### src/rtl/uart_pkg.sv
// ---------------------------------------------------------------------------
// uart_pkg
//   Definitions shared by the UART receiver and transmitter: the receiver
//   FSM state type, the default bit period (50 MHz clock / 115200 baud) and
//   the payload width.
// ---------------------------------------------------------------------------
package uart_pkg;

    localparam int CLKS_PER_BIT_DEFAULT = 434;
    localparam int DATA_BITS_DEFAULT    = 8;

    typedef enum logic [2:0] {
        IDLE,
        START,
        DATA,
        STOP,
        WAIT_IDLE
    } uart_state_t;

endpackage : uart_pkg

### src/rtl/sync_2ff.sv
// ---------------------------------------------------------------------------
// sync_2ff
//   Two-flop synchronizer for a single asynchronous input. Both flops reset
//   to 1 so an idle-high serial line looks idle straight out of reset.
//
//   Ports:
//     clk   - destination clock
//     reset - asynchronous, active-high reset
//     d     - asynchronous input
//     q     - synchronized output (two-cycle latency)
// ---------------------------------------------------------------------------
module sync_2ff (
    input  logic clk,
    input  logic reset,
    input  logic d,
    output logic q
);

    logic meta;

    always_ff @(posedge clk or posedge reset) begin
        if (reset) begin
            meta <= 1'b1;
            q    <= 1'b1;
        end else begin
            meta <= d;
            q    <= meta;
        end
    end

endmodule : sync_2ff

### src/rtl/uart_rx.sv
// ---------------------------------------------------------------------------
// uart_rx
//   8N1 UART receiver. The line is synchronized, a start bit is confirmed at
//   its middle, then data and stop bits are sampled once per bit period,
//   LSB first. A good stop bit publishes the byte; a low stop bit flags a
//   framing error and the receiver waits for the line to go high again.
//
//   Parameters:
//     CLKS_PER_BIT - clock cycles per bit period (8..65535)
//     DATA_BITS    - payload bits per frame (only 8 supported)
//
//   Ports:
//     clk         - clock, all state changes on its rising edge
//     reset       - asynchronous, active-high reset
//     rx          - asynchronous serial line, idle high
//     enable      - permits detection of a new start bit
//     data_bus    - last correctly framed byte
//     rx_done     - one-cycle pulse when data_bus is updated
//     frame_error - one-cycle pulse when the stop bit samples low
//     busy        - high whenever the FSM is not in IDLE
// ---------------------------------------------------------------------------
module uart_rx
    import uart_pkg::*;
#(
    parameter int CLKS_PER_BIT = CLKS_PER_BIT_DEFAULT,
    parameter int DATA_BITS    = DATA_BITS_DEFAULT
) (
    input  logic       clk,
    input  logic       reset,
    input  logic       rx,
    input  logic       enable,
    output logic [7:0] data_bus,
    output logic       rx_done,
    output logic       frame_error,
    output logic       busy
);

    localparam int BAUD_W = 16;
    localparam int BIT_W  = $clog2(DATA_BITS);

    // Terminal counts: the sample point is the last cycle of the count, and
    // the counter reloads to 0 there, so it never wraps inside a bit.
    localparam logic [BAUD_W-1:0] FULL_LAST = BAUD_W'(CLKS_PER_BIT - 1);
    localparam logic [BAUD_W-1:0] HALF_LAST = BAUD_W'(CLKS_PER_BIT / 2 - 1);
    localparam logic [BIT_W-1:0]  LAST_BIT  = BIT_W'(DATA_BITS - 1);

    logic                 rx_s;
    uart_state_t          state;
    uart_state_t          state_next;
    logic [BAUD_W-1:0]    baud_cnt;
    logic [BIT_W-1:0]     bit_cnt;
    logic [DATA_BITS-1:0] shift_reg;
    logic                 sample;
    logic                 stop_ok;
    logic                 stop_bad;

    sync_2ff u_sync (
        .clk   (clk),
        .reset (reset),
        .d     (rx),
        .q     (rx_s)
    );

    // State register.
    // NOTE: sequential state is always written with <= so every flop sees
    // the pre-edge values of the others, independent of statement order.
    always_ff @(posedge clk or posedge reset) begin
        if (reset) begin
            state <= IDLE;
        end else begin
            state <= state_next;
        end
    end

    // Next-state logic.
    // NOTE: state_next gets a default before the case so no path leaves it
    // unassigned, which would otherwise infer a latch.
    always_comb begin
        state_next = state;
        case (state)
            IDLE:      if (enable && !rx_s) state_next = START;
            START:     if (sample) state_next = rx_s ? IDLE : DATA;
            DATA:      if (sample && (bit_cnt == LAST_BIT)) state_next = STOP;
            STOP:      if (sample) state_next = rx_s ? IDLE : WAIT_IDLE;
            WAIT_IDLE: if (rx_s) state_next = IDLE;
            default:   state_next = IDLE;
        endcase
    end

    // Output / strobe logic decoded from the current state.
    always_comb begin
        busy   = 1'b1;
        sample = 1'b0;
        case (state)
            IDLE:       busy   = 1'b0;
            START:      sample = (baud_cnt == HALF_LAST);
            DATA, STOP: sample = (baud_cnt == FULL_LAST);
            default:    ;
        endcase
        stop_ok  = (state == STOP) && sample && rx_s;
        stop_bad = (state == STOP) && sample && !rx_s;
    end

    // Datapath: baud/bit counters, shift register and registered outputs.
    // rx_done is registered alongside data_bus so both change on the same
    // edge, and stop_ok/stop_bad are exclusive so the pulses never overlap.
    // NOTE: the shift register is reset with everything else; it is small
    // and a defined value keeps data_bus free of X if a frame is ever cut.
    always_ff @(posedge clk or posedge reset) begin
        if (reset) begin
            baud_cnt    <= '0;
            bit_cnt     <= '0;
            shift_reg   <= '0;
            data_bus    <= '0;
            rx_done     <= 1'b0;
            frame_error <= 1'b0;
        end else begin
            rx_done     <= stop_ok;
            frame_error <= stop_bad;
            if (stop_ok) begin
                data_bus <= shift_reg;
            end

            case (state)
                START, DATA, STOP: baud_cnt <= sample ? '0 : baud_cnt + 1'b1;
                default:           baud_cnt <= '0;
            endcase

            if (state == IDLE) begin
                bit_cnt <= '0;
            end else if ((state == DATA) && sample) begin
                shift_reg <= {rx_s, shift_reg[DATA_BITS-1:1]};
                bit_cnt   <= bit_cnt + 1'b1;
            end
        end
    end

endmodule : uart_rx
### config.mk
export PLATFORM = sky130hd
export DESIGN_NAME = uart_rx
export DESIGN_NICKNAME = d
export VERILOG_FILES = /design/src/rtl/uart_pkg.sv /design/src/rtl/sync_2ff.sv /design/src/rtl/uart_rx.sv
export SDC_FILE = /design/constraint.sdc
export NUM_CORES = 1
export LEC_CHECK = 0
export CELL_PAD_IN_SITES_DETAIL_PLACEMENT = 0
export CELL_PAD_IN_SITES_GLOBAL_PLACEMENT = 2
export CORE_MARGIN = 5
export CORE_UTILIZATION = 38
export CTS_CLUSTER_DIAMETER = 30
export CTS_CLUSTER_SIZE = 8
export DETAILED_ROUTE_END_ITERATION = 7
export GPL_TIMING_DRIVEN = 0
export PLACE_DENSITY_LB_ADDON = 0.25
export SETUP_SLACK_MARGIN = 0.2
export SYNTH_ARGS = -nofsm -noshare
export SYNTH_HDL_FRONTEND = slang
export SYNTH_SLANG_ARGS = --single-unit
### constraint.sdc
create_clock -name clk -period 3.04 [get_ports clk]
set_clock_uncertainty 0.15 [all_clocks]
set_input_delay 0.456 -clock clk [delete_from_list [all_inputs] [get_ports clk]]
set_output_delay 0.456 -clock clk [all_outputs]
set_load 0.02 [all_outputs]
Word level (Yosys, flattened, before mapping)
Cells that the tools add are included.
{"block": "classes", "n_addsub": 2, "n_eq_ne": 12, "muxes": 14, "bitwise_logic": 1, "reduce_logical": 13}
{"op": "two-way mux 16 bit", "n": 2}
{"op": "two-way mux 3 bit", "n": 8}
{"op": "adder 16 x 1 -> 16 bit (second input constant)", "n": 1}
{"op": "equality test 16 x 8 -> 1 bit (second input constant)", "n": 1}
{"op": "equality test 16 x 9 -> 1 bit (second input constant)", "n": 1}
{"op": "case mux 3 bit (5 select lines)", "n": 1}
{"op": "!= test 2 bit (second input constant)", "n": 4}
{"op": "equality test 3 x 2 -> 1 bit (second input constant)", "n": 2}
{"op": "equality test 3 bit (second input constant)", "n": 2}
{"op": "logical AND 1 bit", "n": 6}
{"op": "AND reduction 5 bit", "n": 1}
{"op": "adder 3 x 1 -> 3 bit (second input constant)", "n": 1}
{"op": "equality test 3 x 1 -> 1 bit (second input constant)", "n": 1}
{"op": "logical NOT 3 bit", "n": 1}
{"op": "OR reduction 3 bit", "n": 1}
{"op": "two-way mux 2 bit", "n": 1}
{"op": "!= test 2 x 1 -> 1 bit (second input constant)", "n": 1}
{"op": "case mux 1 bit (2 select lines)", "n": 1}
{"op": "AND reduction 2 bit", "n": 1}
{"op": "nonzero test 2 bit", "n": 1}
{"op": "OR reduction 2 bit", "n": 1}
{"op": "logical NOT 1 bit", "n": 1}
{"op": "two-way mux 1 bit", "n": 1}
{"op": "inverter 1 bit", "n": 1}
{"block": "word_totals", "regBits": 42, "in_bits": 4, "output_inout_bits": 11, "wordCells": 51}

Longest topological paths before layout
Gate-level depths: netlist of run 1.
{"block": "depth", "ltp_word": 6, "ltp_mapped": 8, "depth_no_buf": 7}

Cells and area by module
Synthesis of run 1 repeated with hierarchy kept, for this count alone.
{"block": "hier_totals", "hier_cells": 166, "hier_area_um2": 1940.6}
{"mod": "uart_rx", "n_inst": 1, "cells_per_inst": 163, "area_each_um2": 1884.3, "seq_area_each_um2": 1001.0}
{"mod": "sync_2ff", "n_inst": 1, "cells_per_inst": 3, "area_each_um2": 56.3, "seq_area_each_um2": 52.6}

Worst setup path before layout of run 1
OpenSTA, ideal clock, no wires.
{"block": "synth_path", "kind": "register to register", "from": "reg baud_cnt[6]", "to": "reg shift_reg[0]", "setup_time_ns": 0.125, "arrival_ns": 1.966, "t_required_ns": 2.765, "setup_slack_ns": 0.799, "path_stages_with_launch": 8, "n_path_buf": 3, "period_less_slack_ns": 2.241, "cell_sequence": "dfrtp_1 buf_6 nand3b_4 or3_1 buf_6 a2111oi_4 buf_6 mux2_4"}
{"block": "synth_between", "elab_chain_cells": 4, "elab_cells_between_ends": 5, "cone_classes": "eq/ne (2); mux (1); reduce/logical (2)"}
{"element": "start: declaration", "line_no": "uart_rx.sv:50", "source": "logic [BAUD_W-1:0] baud_cnt;"}
{"element": "start signal: assignment", "line_no": "uart_rx.sv:125", "source": "START, DATA, STOP: baud_cnt <= sample ? '0 : baud_cnt + 1'b1;"}
{"element": "equality test 16 x 9 -> 1 bit or equality test 16 x 8 -> 1 bit (tied branches)", "line_no": "uart_rx.sv:97, uart_rx.sv:96"}
{"element": "case mux 1 bit (2 select lines) *", "line_no": "uart_rx.sv:94", "source": "case (state)"}
{"element": "logical AND 1 bit *", "line_no": "uart_rx.sv:131", "source": "end else if ((state == DATA) && sample) begin"}
{"element": "AND reduction 2 bit (no source line) *"}
{"element": "end signal: assignment", "line_no": "uart_rx.sv:132", "source": "shift_reg <= {rx_s, shift_reg[DATA_BITS-1:1]};"}
{"element": "end: declaration", "line_no": "uart_rx.sv:52", "source": "logic [DATA_BITS-1:0] shift_reg;"}
Every way passes the cells marked *; elsewhere a longest branch is shown, timed or not.
A chain may end at the register's enable or synchronous reset.

Worst setup path in the final report of run 1
{"block": "layout_path", "from": "reg state[2]", "to": "out busy"}
{"block": "layout_between", "elab_chain_cells": 2}
{"element": "start: declaration", "line_no": "uart_rx.sv:48", "source": "uart_state_t state;"}
{"element": "start signal: assignment", "line_no": "uart_rx.sv:71", "source": "state <= state_next;"}
{"element": "logical NOT 3 bit", "line_no": "uart_rx.sv:94"}
{"element": "two-way mux 1 bit", "line_no": "uart_rx.sv:94"}
{"element": "end: declaration", "line_no": "uart_rx.sv:35", "source": "output logic busy"}
Every way passes these cells.

==> summary.txt, run 1 <==
Outcome
  • Status: completed

Yosys
  • Syn Std Cell Area: 0.00206 mm2
  • Cells after synthesis: 187
  • Main synth FF type: dfrtp_1
  • Ys async rst share: 100%
  • Adder-cell share of the synthesized area: between 1.5 and 2%
  • Sequential element share of the synthesized area: 51.1%
  • Avg Inst Size Synth: 11.0 um2
  • Ys Warns: 0
  • Synth unique cells: 39
  • Post-Synth XOR/XNOR Area: approximately 5.9%
  • Compound-Gate Fraction of Synth Area: under 10%
  • Synthesized flop and latch total: 42
  • Largest family of logic cells by synthesized area: simple AND/OR/NAND/NOR gates
  • Simple-gate share of the synthesized area: between 20% and 30%
  • Number of synthesized flops with an enable pin: 0
  • Syn_nets: 194
  • Multiplexer share of the synthesized area: between 9 and 10%

STA
  • Slew of the pin with the lowest slew margin: 0.865 ns
  • Setup tns final: 0 ns
  • Fmax achieved: 374 MHz
  • RSZ-0062 raised after global routing: no
  • Final setup fails: 0
  • Worst relative slew slack: 42.3%
  • Final min period: roughly 2.7 ns
  • Final count of hold timing violations: 0
  • Final cycle utilization of the critical path: 87.9%
  • Pins over their slew limit: 0

Die
  • Starting Density: 39.6%
  • Die area: 0.00700 mm2
  • Core area: 0.00520 mm2
  • Die width: 83.7 um
  • Die Y: ~84 um
  • Rows: 26
  • # IOs: 15

Clocking
  • Post-CTS sizing: 0
  • Clock transition at path regs: approximately 0.10 ns
  • Clk sinks: 42
  • Skew-Pair Late Insertion Delay: roughly 0.30 ns
  • Post-CTS setup buffer count: 0
  • CTS tree: done
  • H-tree levels: 2
  • CTS Buf Count: 5
  • Clock buffer depth: 2
  • Root Buffer: clkbuf_8
  • # hold bufs at CTS: 0

Global routing
  • Gr ovfl total: 0
  • Largest net degree at the start of global routing: 43
  • Number of global-route vias before repair: 1463
  • First-pass GRT wire length: 6.95 mm
  • GRT Resource Usage Total: 12.3%
  • Initial antenna violation count: 0

Critical path
  • CP startpoint kind: flip-flop
  • Required @ worst endpoint: 2.43 ns
  • R2R Setup Slk: 0.44 ns
  • CP max-delay cell: clkdlybuf4s50_1
  • Sum of buffers and inverters on the critical path: 2
  • CP top delay family: buffers and inverters
  • Critical Path End Type: output port
  • Setup Crit Path Kind: reg -> out
  • Crit path cell chain: clkbuf_1, or3_1, clkdlybuf4s50_1
  • Data arrival time of the worst path: 2.07 ns
  • Worst-path fanout max: 10
  • CP max stage delay: 0.57 ns

Final layout
  • # nets final: 215
  • Share of post-route cells with drive strength above 1: a little under a fifth
  • Final-layout fill cell count: 500
  • Number of flip-flops under the largest register name: 16
  • N_diodes: 0
  • P&R area growth vs syn: 15.7%

Power and ir drop
  • Leakage: 1.08 nW
  • VDD IR-drop max: roughly 0.3 mV
  • Power per cell area: 422 mW/mm2
  • Total power: about 1 mW

Detailed routing
  • Via count: 1449
  • Via/cell ratio: around 5.2
  • DRT iter0 DRCs: 49
  • Final WL: about 4 mm
  • Routed Antenna Nets: 0
  • Pre-antenna DRT Iters: 4
  • Drt drc: 0
  • Routed WL per cell: 14.3 um

Placed design
  • RePlAce Congestion: 0.824
  • Port Buffers: 14
  • DP Wirelength: 2.83 mm

Flow run
  • Max-Cap Viols: 0

Hold path
  • Hold crit path type: reg -> reg
[path summary, 6_finish.rpt]
kind,startpoint,endpoint,cells past startpoint
min in group asynchronous,reset,shift_reg[4],2
worst max register to register,baud_cnt[13],shift_reg[7],5
max in group asynchronous,reset,baud_cnt[7],2
worst min-delay path,u_sync.meta,u_sync.q,0
worst max-delay path,state[2],busy,3
worst min register to register,u_sync.meta,u_sync.q,0
[metal layers]
layer  GRT usage (%)  routed length [um]  vias to the layer above
met3            3.85                 132                        6
met4            3.07                  46                        0
met1            16.8                2020                      722
li1                -                   -                      693
met2            18.9                1800                       28
met5               0                   0                        -
[power breakdown]
group | total (mW) | leakage (nW) | switching, mW | internal, mW
Combinational | 0.0587 | 0.471 | 0.0374 | 0.0213
Sequential | 0.566 | 0.560 | 0.00191 | 0.564
Clock | 0.383 | 0.0495 | 0.212 | 0.171
Total | 1.01 | 1.08 | 0.252 | 0.756
[through the flow]
step	setup WS (ns)	hold slack (ns)	instances	utilization [%]	area, um2
3_3_place_gp	0.504	0.197	271	44.0	2290
5_1_grt	0.286	0.219	279	45.8	2380
3_5_place_dp	0.472	0.197	271	44.0	2290
6_report	0.368	0.211	279	45.8	2380
2_1_floorplan	0.799	0.195	187	-	2060
4_1_cts	0.370	0.212	279	45.8	2380
[cell usage after synthesis (all sizes together) (5+ instances only)]
cell type	n	share of area, %
nand3	7	1.7
xor2	8	3.4
o21ai	6	1.5
nor3	5	1.2
mux2	16	9.6
xnor2	6	2.5
nand2	18	3.3
nor2	26	4.7
dfrtp	40	49
buf	5	2.4
inv	5	0.91
nand4	7	2.1
[cell families after synthesis]
group / Yosys count
buffers and inverters: 13
adder cells (fa/ha/maj): 3
AO/OA/AOI/OAI: 17
multiplexers: 16
XOR/XNOR: 14
flip-flops: 42
AND/OR/NAND/NOR: 82
[final cells by class]
cell class              count  area [um2]  area share [%]
clock inverters             3        26.3            1.10
multi-input cells         132         930            39.0
well taps                  70        87.6            3.67
flip-flops and latches     42        1050            44.2
inverters                   5        18.8           0.787
clock buffers               5        68.8            2.89
repair buffers             14         140            5.88
plain buffers               8        60.1            2.52
[layout by cell type (no fill, tap or decap), types with 5 or more instances in the layout]
cell,Yosys,final
clkbuf_8,0,5
clkdlybuf4s50_1,0,14
dfrtp_1,40,40
mux2_2,11,11
mux2_4,5,5
nand2_1,18,18
nand3_1,7,7
nand4_1,7,7
nor2_1,26,26
nor3_1,5,5
o21ai_0,6,6
xnor2_1,6,6
xor2_1,8,8
Power figures use the tool's default switching activity.
==> run 2: changes to the inputs <==
Settings changed: PLACE_DENSITY_LB_ADDON 0.25 to 0.1.
==> summary.txt, run 2 (synthesized netlist as in run 1, its figures left out) <==
Clocking
  • # hold bufs at CTS: 0 (unchanged)
  • Root Buffer: clkbuf_8
  • CTS tree: done
  • Skew-Pair Late Insertion Delay: 0.30 ns (about the same)
  • Clock transition at path regs: 0.08 ns (-0.02 ns)
  • Post-CTS setup buffer count: 0 (unchanged)
  • H-tree levels: 2 (unchanged)
  • CTS Buf Count: 5 (unchanged)
  • Clk sinks: 42 (unchanged)
  • Clock buffer depth: 2 (unchanged)
  • Post-CTS sizing: 0 (unchanged)

Critical path
  • Worst-path fanout max: 10 (unchanged)
  • Data arrival time of the worst path: 2.07 ns (about the same)
  • CP max stage delay: 0.57 ns (about the same)
  • CP max-delay cell: clkdlybuf4s50_1
  • Required @ worst endpoint: 2.43 ns (about the same)
  • Critical Path End Type: output port
  • Critical Path Source: state[2]
  • Setup Crit Path Kind: reg -> out
  • R2r startpoint: baud_cnt[12]
  • Crit path cell chain: clkbuf_1, or3_1, clkdlybuf4s50_1
  • CP startpoint kind: flip-flop
  • R2R Setup Slk: 0.52 ns (+0.08 ns)

Global routing
  • Number of global-route vias before repair: 1357 (-7.2%)
  • Initial antenna violation count: 0 (unchanged)
  • Gr ovfl total: 0 (unchanged)
  • GRT Resource Usage Total: 11.9% (-0.32 points)
  • Largest net degree at the start of global routing: 43 (unchanged)
  • First-pass GRT wire length: 6.78 mm (-2.5%)

STA
  • Final setup fails: 0 (unchanged)
  • Worst relative slew slack: 42.1% (-0.18 points)
  • Pins over their slew limit: 0 (unchanged)
  • WHS: 0.209 ns (-0.00201 ns)
  • Setup tns final: 0 ns (unchanged)
  • Final cycle utilization of the critical path: 87.9% (about the same)
  • RSZ-0062 raised after global routing: no
  • Final min period: 2.67 ns (-0.000321 ns)
  • Slew of the pin with the lowest slew margin: 0.868 ns (+0.00275 ns)
  • Fmax achieved: 374 MHz (about the same)
  • Final count of hold timing violations: 0 (unchanged)

Detailed routing
  • Via/cell ratio: 5.03 (-3.2%)
  • DRT iter0 DRCs: 46 (-6.1%)
  • Pre-antenna DRT Iters: 4 (unchanged)
  • Routed Antenna Nets: 0 (unchanged)
  • Routed WL per cell: 14.0 um (-2.0%)
  • Final WL: 3.92 mm (-2.0%)
  • Via count: 1402 (-3.2%)
  • Drt drc: 0 (unchanged)

Final layout
  • Most common cell after layout, fill and taps aside: dfrtp_1
  • # nets final: 215 (unchanged)
  • Share of post-route cells with drive strength above 1: 19.1% (unchanged)
  • Most frequent cells in the layout: dfrtp_1 (40), nor2_1 (26), nand2_1 (18)
  • N_diodes: 0 (unchanged)
  • Number of flip-flops under the largest register name: 16 (unchanged)
  • Final Non-Filler Cells: 279 (unchanged)
  • P&R area growth vs syn: 15.6% (about the same)

Hold path
  • Hold Crit Start: u_sync.meta
  • Hold crit path type: reg -> reg

Placed design
  • RePlAce Congestion: 0.802 (-2.6%)
  • DP Wirelength: 2.78 mm (-1.6%)
  • Port Buffers: 14 (unchanged)
  • # placed instances: 271 (unchanged)

Flow run
  • Max-Cap Viols: 0 (unchanged)

Power and ir drop
  • Power per cell area: 417 mW/mm2 (-1.3%)
  • Pint: 0.751 mW (-0.66%)
  • Leakage: 1.08 nW (-0.44%)
  • P_sw: 0.243 mW (-3.6%)
  • Clk pwr share: 37.1% (-0.9 points)
  • VDD IR-drop max: 0.239 mV (-18%)
  • Switching share of power: 24.4% (-0.56 points)
  • Comb power frac: 6.0% (+0.2 points)
  • Sequential power share: 56.9% (+0.7 points)

Die
  • Die Y: 83.7 um (unchanged)
  • Die width: 83.7 um (unchanged)
  • # IOs: 15 (unchanged)
  • Die area: 0.00700 mm2 (unchanged)
  • Core area: 0.00520 mm2 (unchanged)
  • Starting Density: 39.6% (unchanged)
  • Rows: 26 (unchanged)

Outcome
  • Status: completed
## run 2: cell count changes in the layout (fill, tap and decap cells not counted), sizes merged
cell	change
clkinvlp	+1
clkinv	+1
inv	-2
## run 2: final timing paths
| path | cells after the start | to |
|---|---|---|
| max | 3 | busy |
| min | 0 | u_sync.q |
| max reg2reg | 5 | shift_reg[0] |
| min reg2reg | 0 | u_sync.q |
| max in group asynchronous | 2 | baud_cnt[2] |
| min in group asynchronous | 2 | data_bus[0] |
## run 2: critical path: cells and delay by family (launching register included)
family        cells  cell delay (ns)
simple gates      1             0.48
flops             1             0.45
buf+inv           2             0.83
## run 2: final cells by class
cell class | count | area [um2]
inverters | 5 | 18.8
flip-flops and latches | 42 | 1050
fillers | 517 | 2820
repair buffers | 14 | 140
well taps | 70 | 87.6
plain buffers | 8 | 60.1
clock inverters | 3 | 25.0
clock buffers | 5 | 68.8
multi-input cells | 132 | 930
## run 2: layer usage
layer,vias to the layer above,wire length (um),track usage (%)
met2,18,1720,17.4
met1,684,1990,16.9
met4,0,55,3.95
li1,695,-,-
met3,5,152,3.65
met5,-,0,0
## run 2: power by group through the flow
stage | clock network (mW) | registers [mW] | logic [mW]
floorplan | 0 | 0.576 | 0.0434
global placement | 0 | 0.577 | 0.0588
detailed placement | 0 | 0.577 | 0.0600
CTS | 0.389 | 0.566 | 0.0601
global route | 0.414 | 0.567 | 0.0674
finish | 0.368 | 0.566 | 0.0592
## run 2: through the flow
step | worst slack [ns] | utilization (%) | power (mW) | instance area, um2
2_1_floorplan | 0.799 | - | 0.620 | 2060
3_3_place_gp | 0.565 | 44.0 | 0.635 | 2290
3_5_place_dp | 0.541 | 44.0 | 0.637 | 2290
4_1_cts | 0.350 | 45.8 | 1.01 | 2380
5_1_grt | 0.252 | 45.8 | 1.05 | 2380
6_report | 0.368 | 45.8 | 0.993 | 2380
==> run 3: changes to the inputs <==
Settings changed: CORE_MARGIN 5 to 1.5.
Clock period 3.04 ns to 3 ns, I/O delays scaled along.
==> summary.txt, run 3 (synthesized netlist as in run 1, its figures left out) <==
Outcome
  • Status: completed

Global routing
  • Initial antenna violation count: 0 (unchanged)
  • Number of global-route vias before repair: 1408 (+3.8%)
  • Largest net degree at the start of global routing: 43 (unchanged)
  • First-pass GRT wire length: 6.98 mm (+3.0%)
  • GRT Resource Usage Total: 15.0% (+3.1 points)
  • Gr ovfl total: 0 (unchanged)

Die
  • Die area: 0.00588 mm2 (-16%)
  • Die Y: 76.7 um (-8.4%)
  • Rows: 26 (unchanged)
  • # IOs: 15 (unchanged)
  • Starting Density: 39.9% (+0.25 points)
  • Core area: 0.00517 mm2 (-0.62%)
  • Die width: 76.7 um (-8.4%)

STA
  • Pins over their slew limit: 0 (unchanged)
  • RSZ-0062 raised after global routing: no
  • Setup tns final: 0 ns (unchanged)
  • Slew of the pin with the lowest slew margin: 0.884 ns (+0.0165 ns)
  • Worst relative slew slack: 41.0% (-1.1 points)
  • Final cycle utilization of the critical path: 87.5%
  • Fmax achieved: 381 MHz
  • Final setup fails: 0 (unchanged)
  • Final count of hold timing violations: 0 (unchanged)
  • Final min period: 2.63 ns

Clocking
  • # hold bufs at CTS: 0 (unchanged)
  • H-tree levels: 2 (unchanged)
  • Skew-Pair Late Insertion Delay: 0.29 ns (about the same)
  • Post-CTS setup buffer count: 0 (unchanged)
  • Clock buffer depth: 2 (unchanged)
  • Clk sinks: 42 (unchanged)
  • Post-CTS sizing: 0 (unchanged)
  • Clock transition at path regs: 0.08 ns (about the same)
  • CTS tree: done
  • Root Buffer: clkbuf_8
  • CTS Buf Count: 5 (unchanged)

Critical path
  • Worst-path fanout max: 10 (unchanged)
  • Required @ worst endpoint: 2.40 ns (-0.03 ns)
  • CP top delay family: buffers and inverters
  • Critical Path End Type: output port
  • CP max stage delay: 0.56 ns (about the same)
  • Crit path cell chain: clkbuf_1, or3_1, clkdlybuf4s50_1
  • FF-to-FF path depth: 5 (unchanged)
  • Levels on crit path: 3 (unchanged)
  • CP max-delay cell: clkdlybuf4s50_1
  • CP startpoint kind: flip-flop
  • Data arrival time of the worst path: 2.03 ns (-0.04 ns)
  • Setup Crit Path Kind: reg -> out
  • Sum of buffers and inverters on the critical path: 2 (unchanged)

Detailed routing
  • Pre-antenna DRT Iters: 4 (unchanged)
  • DRT iter0 DRCs: 49 (+6.5%)
  • Routed Antenna Nets: 0 (unchanged)
  • Final WL: 4.02 mm (+2.6%)
  • Routed WL per cell: 14.4 um (+2.6%)
  • Drt drc: 0 (unchanged)
  • Via/cell ratio: 5.05 (+0.43%)
  • Via count: 1408 (+0.43%)

Final layout
  • Most common cell after layout, fill and taps aside: dfrtp_1
  • Flip-flop and latch area: 0.00105 mm2 (unchanged)
  • Final-layout fill cell count: 477 (-7.7%)
  • Number of flip-flops under the largest register name: 16 (unchanged)
  • Final Cell Area: 0.00240 mm2 (+0.63%)
  • Area of the multi-input gates: 930 um2 (unchanged)
  • Fin util: 46.4% (+0.58 points)
  • # nets final: 215 (unchanged)
  • P&R area growth vs syn: 16.3%
  • Share of post-route cells with drive strength above 1: 19.1% (unchanged)
  • N_diodes: 0 (unchanged)
  • Most frequent cells in the layout: dfrtp_1 (40), nor2_1 (26), nand2_1 (18)

Power and ir drop
  • Power per cell area: 445 mW/mm2 (+6.8%)
  • VDD IR-drop max: 0.237 mV (-0.96%)
  • Leakage: 1.09 nW (+1.2%)

Hold path
  • Hold crit path type: reg -> reg
  • Worst Hold Depth: 0 (unchanged)

Placed design
  • Placed cell areas: 0.00229 mm2 (unchanged)
  • RePlAce Congestion: 0.823 (+2.6%)
  • Port Buffers: 14 (unchanged)
  • DP Wirelength: 2.89 mm (+3.9%)

Flow run
  • Max-Cap Viols: 0 (unchanged)
[run 3: changes by cell type in the layout (fill, tap and decap cells not counted)]
cell        previous run  this run
bufinv_16              0         1
clkinv_2               0         2
clkinv_4               1         0
clkinvlp_4             1         0
inv_6                  1         0
[run 3: metal layers]
layer	part of all wire (%)	vias up	GRT usage [%]	wire, um
li1	-	693	-	-
met1	49	687	20.7	1970
met2	46	24	23.1	1860
met3	3.6	4	3.33	143
met4	1.1	0	5.56	43
met5	0	-	0	0
[run 3: path summary, 6_finish.rpt]
| kind | from | end | slack [ns] |
|---|---|---|---|
| min | u_sync.meta | u_sync.q | 0.21 |
| max in group asynchronous | reset | baud_cnt[6] | 1.64 |
| min reg2reg | u_sync.meta | u_sync.q | 0.21 |
| max | state[2] | busy | 0.37 |
| max reg2reg | baud_cnt[5] | shift_reg[0] | 0.45 |
| min in group asynchronous | reset | data_bus[0] | 0.51 |
[run 3: power breakdown]
part	leakage, nW	internal, mW	switching [mW]
clock network	0.0579	0.245	0.190
registers	0.560	0.571	0.00191
logic	0.471	0.0216	0.0378
total	1.09	0.838	0.230
[run 3: stage by stage]
step	power (mW)	hold WS, ns	setup WS (ns)	std cells
after global routing	1.13	0.219	0.245	279
after floorplan	0.628	0.195	0.759	187
final	1.07	0.208	0.375	279
after CTS	1.08	0.210	0.359	279
after detailed placement	0.645	0.198	0.444	271
after global placement	0.644	0.197	0.503	271
[run 3: area by class of cell]
cell class	instances	share of cell area [%]
Clock buffer	5	2.87
Inverter	5	0.782
Buffer	8	2.50
Tap cell	70	3.65
Clock inverter	3	1.67
Multi-Input combinational cell	132	38.8
Sequential cell	42	43.9
Timing Repair Buffer	14	5.84
[run 3: worst register-to-register path, delay by kind of cell, from the launching register on]
| kind | cells | cell delay [ns] |
|---|---|---|
| DFF | 1 | 0.46 |
| muxes | 1 | 0.31 |
| buffers and inverters | 1 | 0.24 |
| AOI/OAI and AO/OA | 1 | 0.62 |
| and+or+nand+nor | 2 | 0.65 |
==> patch 1, RTL diff (config.mk and constraints of run 2) <==
The localparam `BAUD_W` goes from 16 to 32.
--- a/src/rtl/uart_rx.sv
+++ b/src/rtl/uart_rx.sv
@@ -36,5 +36,5 @@
 );
 
-    localparam int BAUD_W = 16;
+    localparam int BAUD_W = 32;
     localparam int BIT_W  = $clog2(DATA_BITS);
 
Check against the original RTL: same outputs for any inputs over 10 cycles, from zero or initial values and one cycle with reset high; that may be too few to reach the edited logic, so the function may still have changed.
==> patch 1 against run 2 <==
Critical path depth increased by 4; wire length increased by 36%; final area increased by 38%; clock power increased by 110%; final cell count increased by 41%; die area increased by 29%; synthesized cell count increased by 38%; sequential share of layout area increased by 0.17 points; via count increased by 36%; sequential cell count increased by 16; worst setup slack got worse by 0.0078 ns; synthesized area increased by 33%; total power increased by 58%.
==> patch 1: results (changes against run 2) <==
status=finished clean (unchanged); Vias/cell=4.84 (was 5.03); largest net degree at the start of global routing=31 (was 43); TritonCTS buffer count=9 (was 5); Slew headroom=36.8% (was 42.1%); first-pass GRT wire length=9380 µm (was 6780 µm); clock network fraction of design power=49.1% (was 37.1%); Worst Path Max Fanout=10 (unchanged); fillcell total=711 (was 517); CP max stage delay=0.45 ns (was 0.57 ns); gpl congestion=0.709 (was 0.802); crit path DAT=2.75 ns (was 2.07 ns); met2 global-route usage=19.1% (was 17.4%); sequential cell area fraction in the yosys report=53.0% (was 51.1%); CTS clk-pin slew, worst paths=0.07 ns; dpl ws=0.250 ns (was 0.541 ns); vias in the first global route=1931 (was 1357); yosys warns=0 (unchanged); met2 WL=2300 µm (was 1720 µm); Worst Reg-to-Reg Cells=7 (was 5); layout cells sized above 1=16.0% (was 19.1%); most frequent cells after synthesis=dfrtp_1 (56), nor2_1 (35), nand2_1 (19), xor2_1 (19) (was dfrtp_1 (40), nor2_1 (26), nand2_1 (18)); Root Driver=clkbuf_8 (unchanged); Top delay family on crit path=simple AND/OR/NAND/NOR gates (was buffers and inverters); largest cells by area after synthesis=dfrtp_1 (51%), xor2_1 (6.1%), nor2_1 (4.8%) (was dfrtp_1 (49%), mux2_2 (6.0%), nor2_1 (4.7%)); maximum buffer depth of the clock tree=2 (unchanged); M1 GR Usage=19.5% (was 16.9%); total gr overflow=0 (unchanged); Slowest-stage cell, CP=a2111oi_4 (was clkdlybuf4s50_1); metal3 WL=110 µm (was 152 µm); post_cts resized=0 (unchanged); Leakage=1.54 nW (was 1.08 nW); max reg flops=32 (was 16); Post-Syn Nets=265 (was 194); Nets=296 (was 215); WL per Instance=13.5 µm (was 14.0 µm); HPWL Detailed=3630 µm (was 2780 µm); Pre-Repair DR Iteration Count=4 (unchanged); clock latency on the worst-skew pair=0.33 ns (was 0.30 ns); GR Layer Usage met3=3.90% (was 3.65%); Internal=0.00124 W (was 0.000751 W); GRT Resource Usage Total=13.6% (was 11.9%); WL met1=2850 µm (was 1990 µm); ant diodes=0 (unchanged); Peak supply drop=0.000210 V (was 0.000239 V); combinational share of power=1.6% (was 6.0%); htree depth=3 (was 2); starting DRC count in detailed routing=60 (was 46)
==> patch 1: cell count changes after synthesis, moves of 4 or more <==
cell,delta
dfrtp_1,+16
xor2_1,+11
nor2_1,+9
and3_1,+6
mux2_1,+5
mux2_4,-5
buf_2,+4
nand3_1,+4
or3_1,+4
==> patch 1: layout make-up <==
cell class / count / area share [%]
Timing Repair Buffer: 20 / 6.03
Buffer: 11 / 1.76
Multi-Input combinational cell: 184 / 37.1
Clock buffer: 10 / 3.89
Sequential cell: 58 / 44.4
Inverter: 5 / 0.572
Tap cell: 99 / 3.78
Clock inverter: 6 / 2.52
==> patch 1: cells by family (layout without fill, tap and decap cells) <==
kind of cell,Yosys count,in the layout,synth area share (%)
AND/OR/NAND/NOR,119,119,22.8
adder cells (fa/ha/maj),3,3,1.37
XOR/XNOR,28,28,8.94
multiplexers,17,17,6.93
AO/OA/AOI/OAI,17,17,4.29
buffers and inverters,16,52,2.65
flip-flops,58,58,53.0
==> patch 1: final timing paths <==
| check | to | slack, ns | from |
|---|---|---|---|
| worst min register to register | u_sync.q | 0.21 | u_sync.meta |
| min in group asynchronous | shift_reg[1] | 0.38 | reset |
| worst max-delay path | shift_reg[3] | 0.36 | baud_cnt[2] |
| max in group asynchronous | u_sync.q | 1.70 | reset |
| worst min-delay path | u_sync.q | 0.21 | u_sync.meta |
| worst max register to register | shift_reg[3] | 0.36 | baud_cnt[2] |
==> patch 1: stage by stage <==
step / TNS [ns] / area [µm²] / cells / power, W
after floorplan: 0 / 2740 / 258 / 0.000802
after global placement: -10.16 / 3010 / 371 / 0.000812
after detailed placement: 0 / 3030 / 372 / 0.000815
after CTS: 0 / 3240 / 388 / 0.00160
after global routing: 0 / 3280 / 393 / 0.00164
final: 0 / 3280 / 393 / 0.00157
==> patch 2, RTL diff (config.mk and constraints of run 2) <==
Made on the original files. Remove the register `rx_done`: a continuous assignment takes its place, so the output `rx_done` follows one clock earlier. Comments in the files are not updated.
--- a/src/rtl/uart_rx.sv
+++ b/src/rtl/uart_rx.sv
@@ -113,8 +113,6 @@
             shift_reg   <= '0;
             data_bus    <= '0;
-            rx_done     <= 1'b0;
             frame_error <= 1'b0;
         end else begin
-            rx_done     <= stop_ok;
             frame_error <= stop_bad;
             if (stop_ok) begin
@@ -136,3 +134,5 @@
     end
 
+    assign rx_done = stop_ok;
+
 endmodule : uart_rx
Function: no difference found for any inputs over 10 cycles, from zero or initial values and one cycle with reset high; that may be too few to reach the edited logic, so the function may still have changed.
==> patch 2 against run 2 <==
Synthesized area is 1.2% lower; highest routed layer unchanged; combinational power is 2% lower; largest power group unchanged; total power is 1.7% lower; worst setup slack better by 0.018 ns; sequential cell count is 1 lower; wire length is 2.6% higher; die area is 1.1% lower; final cell count stayed put; final area is 0.74% lower.
==> patch 2: results (changes against run 2) <==
starting DRC count in detailed routing=49 (was 46); crit path DAT=2.05 ns (was 2.07 ns); worst reg2reg startpoint=baud_cnt[13] (was baud_cnt[12]); largest net degree at the start of global routing=42 (was 43); Peak supply drop=0.000216 V (was 0.000239 V); layout cells sized above 1=20.1% (was 19.1%); GRT Resource Usage Total=12.4% (was 11.9%); Leakage=1.07 nW (was 1.08 nW); final WL=4020 µm (was 3920 µm); dpl ws=0.0864 ns (was 0.541 ns); first-pass GRT wire length=7020 µm (was 6780 µm); synth unique cells=39 (unchanged); gpl congestion=0.810 (was 0.802); Post-Synthesis Cells=186 (was 187); Pre-Repair DR Iteration Count=4 (unchanged); fillcell total=492 (was 517); r2r setup slk=0.50 ns (was 0.52 ns); Worst Reg-to-Reg Cells=5 (unchanged); maximum buffer depth of the clock tree=2 (unchanged); via count=1401 (was 1402); max reg flops=16 (unchanged); Nets=215 (unchanged); most frequent cells after synthesis=dfrtp_1 (39), nor2_1 (26), nand2_1 (18) (was dfrtp_1 (40), nor2_1 (26), nand2_1 (18)); largest cells by area after synthesis=dfrtp_1 (48%), mux2_2 (6.1%), nor2_1 (4.8%) (was dfrtp_1 (49%), mux2_2 (6.0%), nor2_1 (4.7%)); Worst R2R End=shift_reg[2] (was shift_reg[0]); Slew headroom=43.5% (was 42.1%); status=finished clean (unchanged); placed cells=270 (was 271); ant diodes=0 (unchanged); final non-filler cell total=279 (unchanged); sequential cell area fraction in the yosys report=50.5% (was 51.1%); Period minus WS final=2.65 ns (was 2.67 ns); HPWL Detailed=2860 µm (was 2780 µm); Worst Path Max Fanout=10 (unchanged); TritonCTS buffer count=5 (unchanged)
[patch 2: cell count changes after synthesis, sizes merged]
cell,before,now
dfrtp,40,39
[patch 2: timing repair]
item / in CTS / in global routing
pin swaps: 1 / 0
resized for setup: 5 / 2
cloned: 0 / 0
setup endpoints to repair: 1 / 1
endpoints found under the hold margin: 0 / 0
setup buffers: 1 / 0
[patch 2: routing by layer]
layer,up-vias,wire [µm],track usage [%]
met1,689,2040,16.5
li1,690,-,-
met3,6,104,3.07
met4,0,57,4.16
met5,-,0,0
met2,16,1820,19.8
[patch 2: logic make-up (layout without fill, tap and decap cells)]
logic type	count (synthesis)	in the layout	share of synthesized area, %
AND/OR/NAND/NOR	82	82	21.4
flip-flops	41	41	50.5
AO/OA/AOI/OAI	17	17	6.57
multiplexers	16	16	9.77
XOR/XNOR	14	14	6.02
buffers and inverters	13	36	3.87
adder cells (fa/ha/maj)	3	3	1.84
[patch 2: layout make-up]
type | count | area, µm² | share of cell area, %
sequential | 41 | 1030 | 43.5
multi-input combinational | 132 | 938 | 39.7
timing repair buffer | 15 | 143 | 6.03
clock buffer | 8 | 90.1 | 3.81
tap | 70 | 87.6 | 3.70
buffer | 8 | 60.1 | 2.54
inverter | 5 | 18.8 | 0.793
[patch 2: through the flow]
stage,area [µm²],utilization [%]
2_1_floorplan,2040,-
3_3_place_gp,2260,43.8
3_5_place_dp,2260,43.8
4_1_cts,2360,45.6
5_1_grt,2370,45.7
6_report,2370,45.7
[patch 2: how the worst min path moves through the flow]
stage                            from       end  slack [ns]  cells after the start
after detailed placement  u_sync.meta  u_sync.q        0.20                      0
after global placement    u_sync.meta  u_sync.q        0.20                      0
after floorplan           u_sync.meta  u_sync.q        0.20                      0
after CTS                 u_sync.meta  u_sync.q        0.21                      0
after global routing      u_sync.meta  u_sync.q        0.22                      0
final                     u_sync.meta  u_sync.q        0.21                      0
[patch 2: worst max-delay path, cell delays in order (launching register included)]
cell and delay, ns:
dfrtp_1 0.44, clkbuf_1 0.26, or3_1 0.49, clkdlybuf4s50_1 0.56
[patch 2: power by group]
part,switching [W],internal [W],total (W)
Sequential,0.00000182,0.000551,0.000552
Clock,0.000180,0.000185,0.000366
Combinational,0.0000369,0.0000214,0.0000582
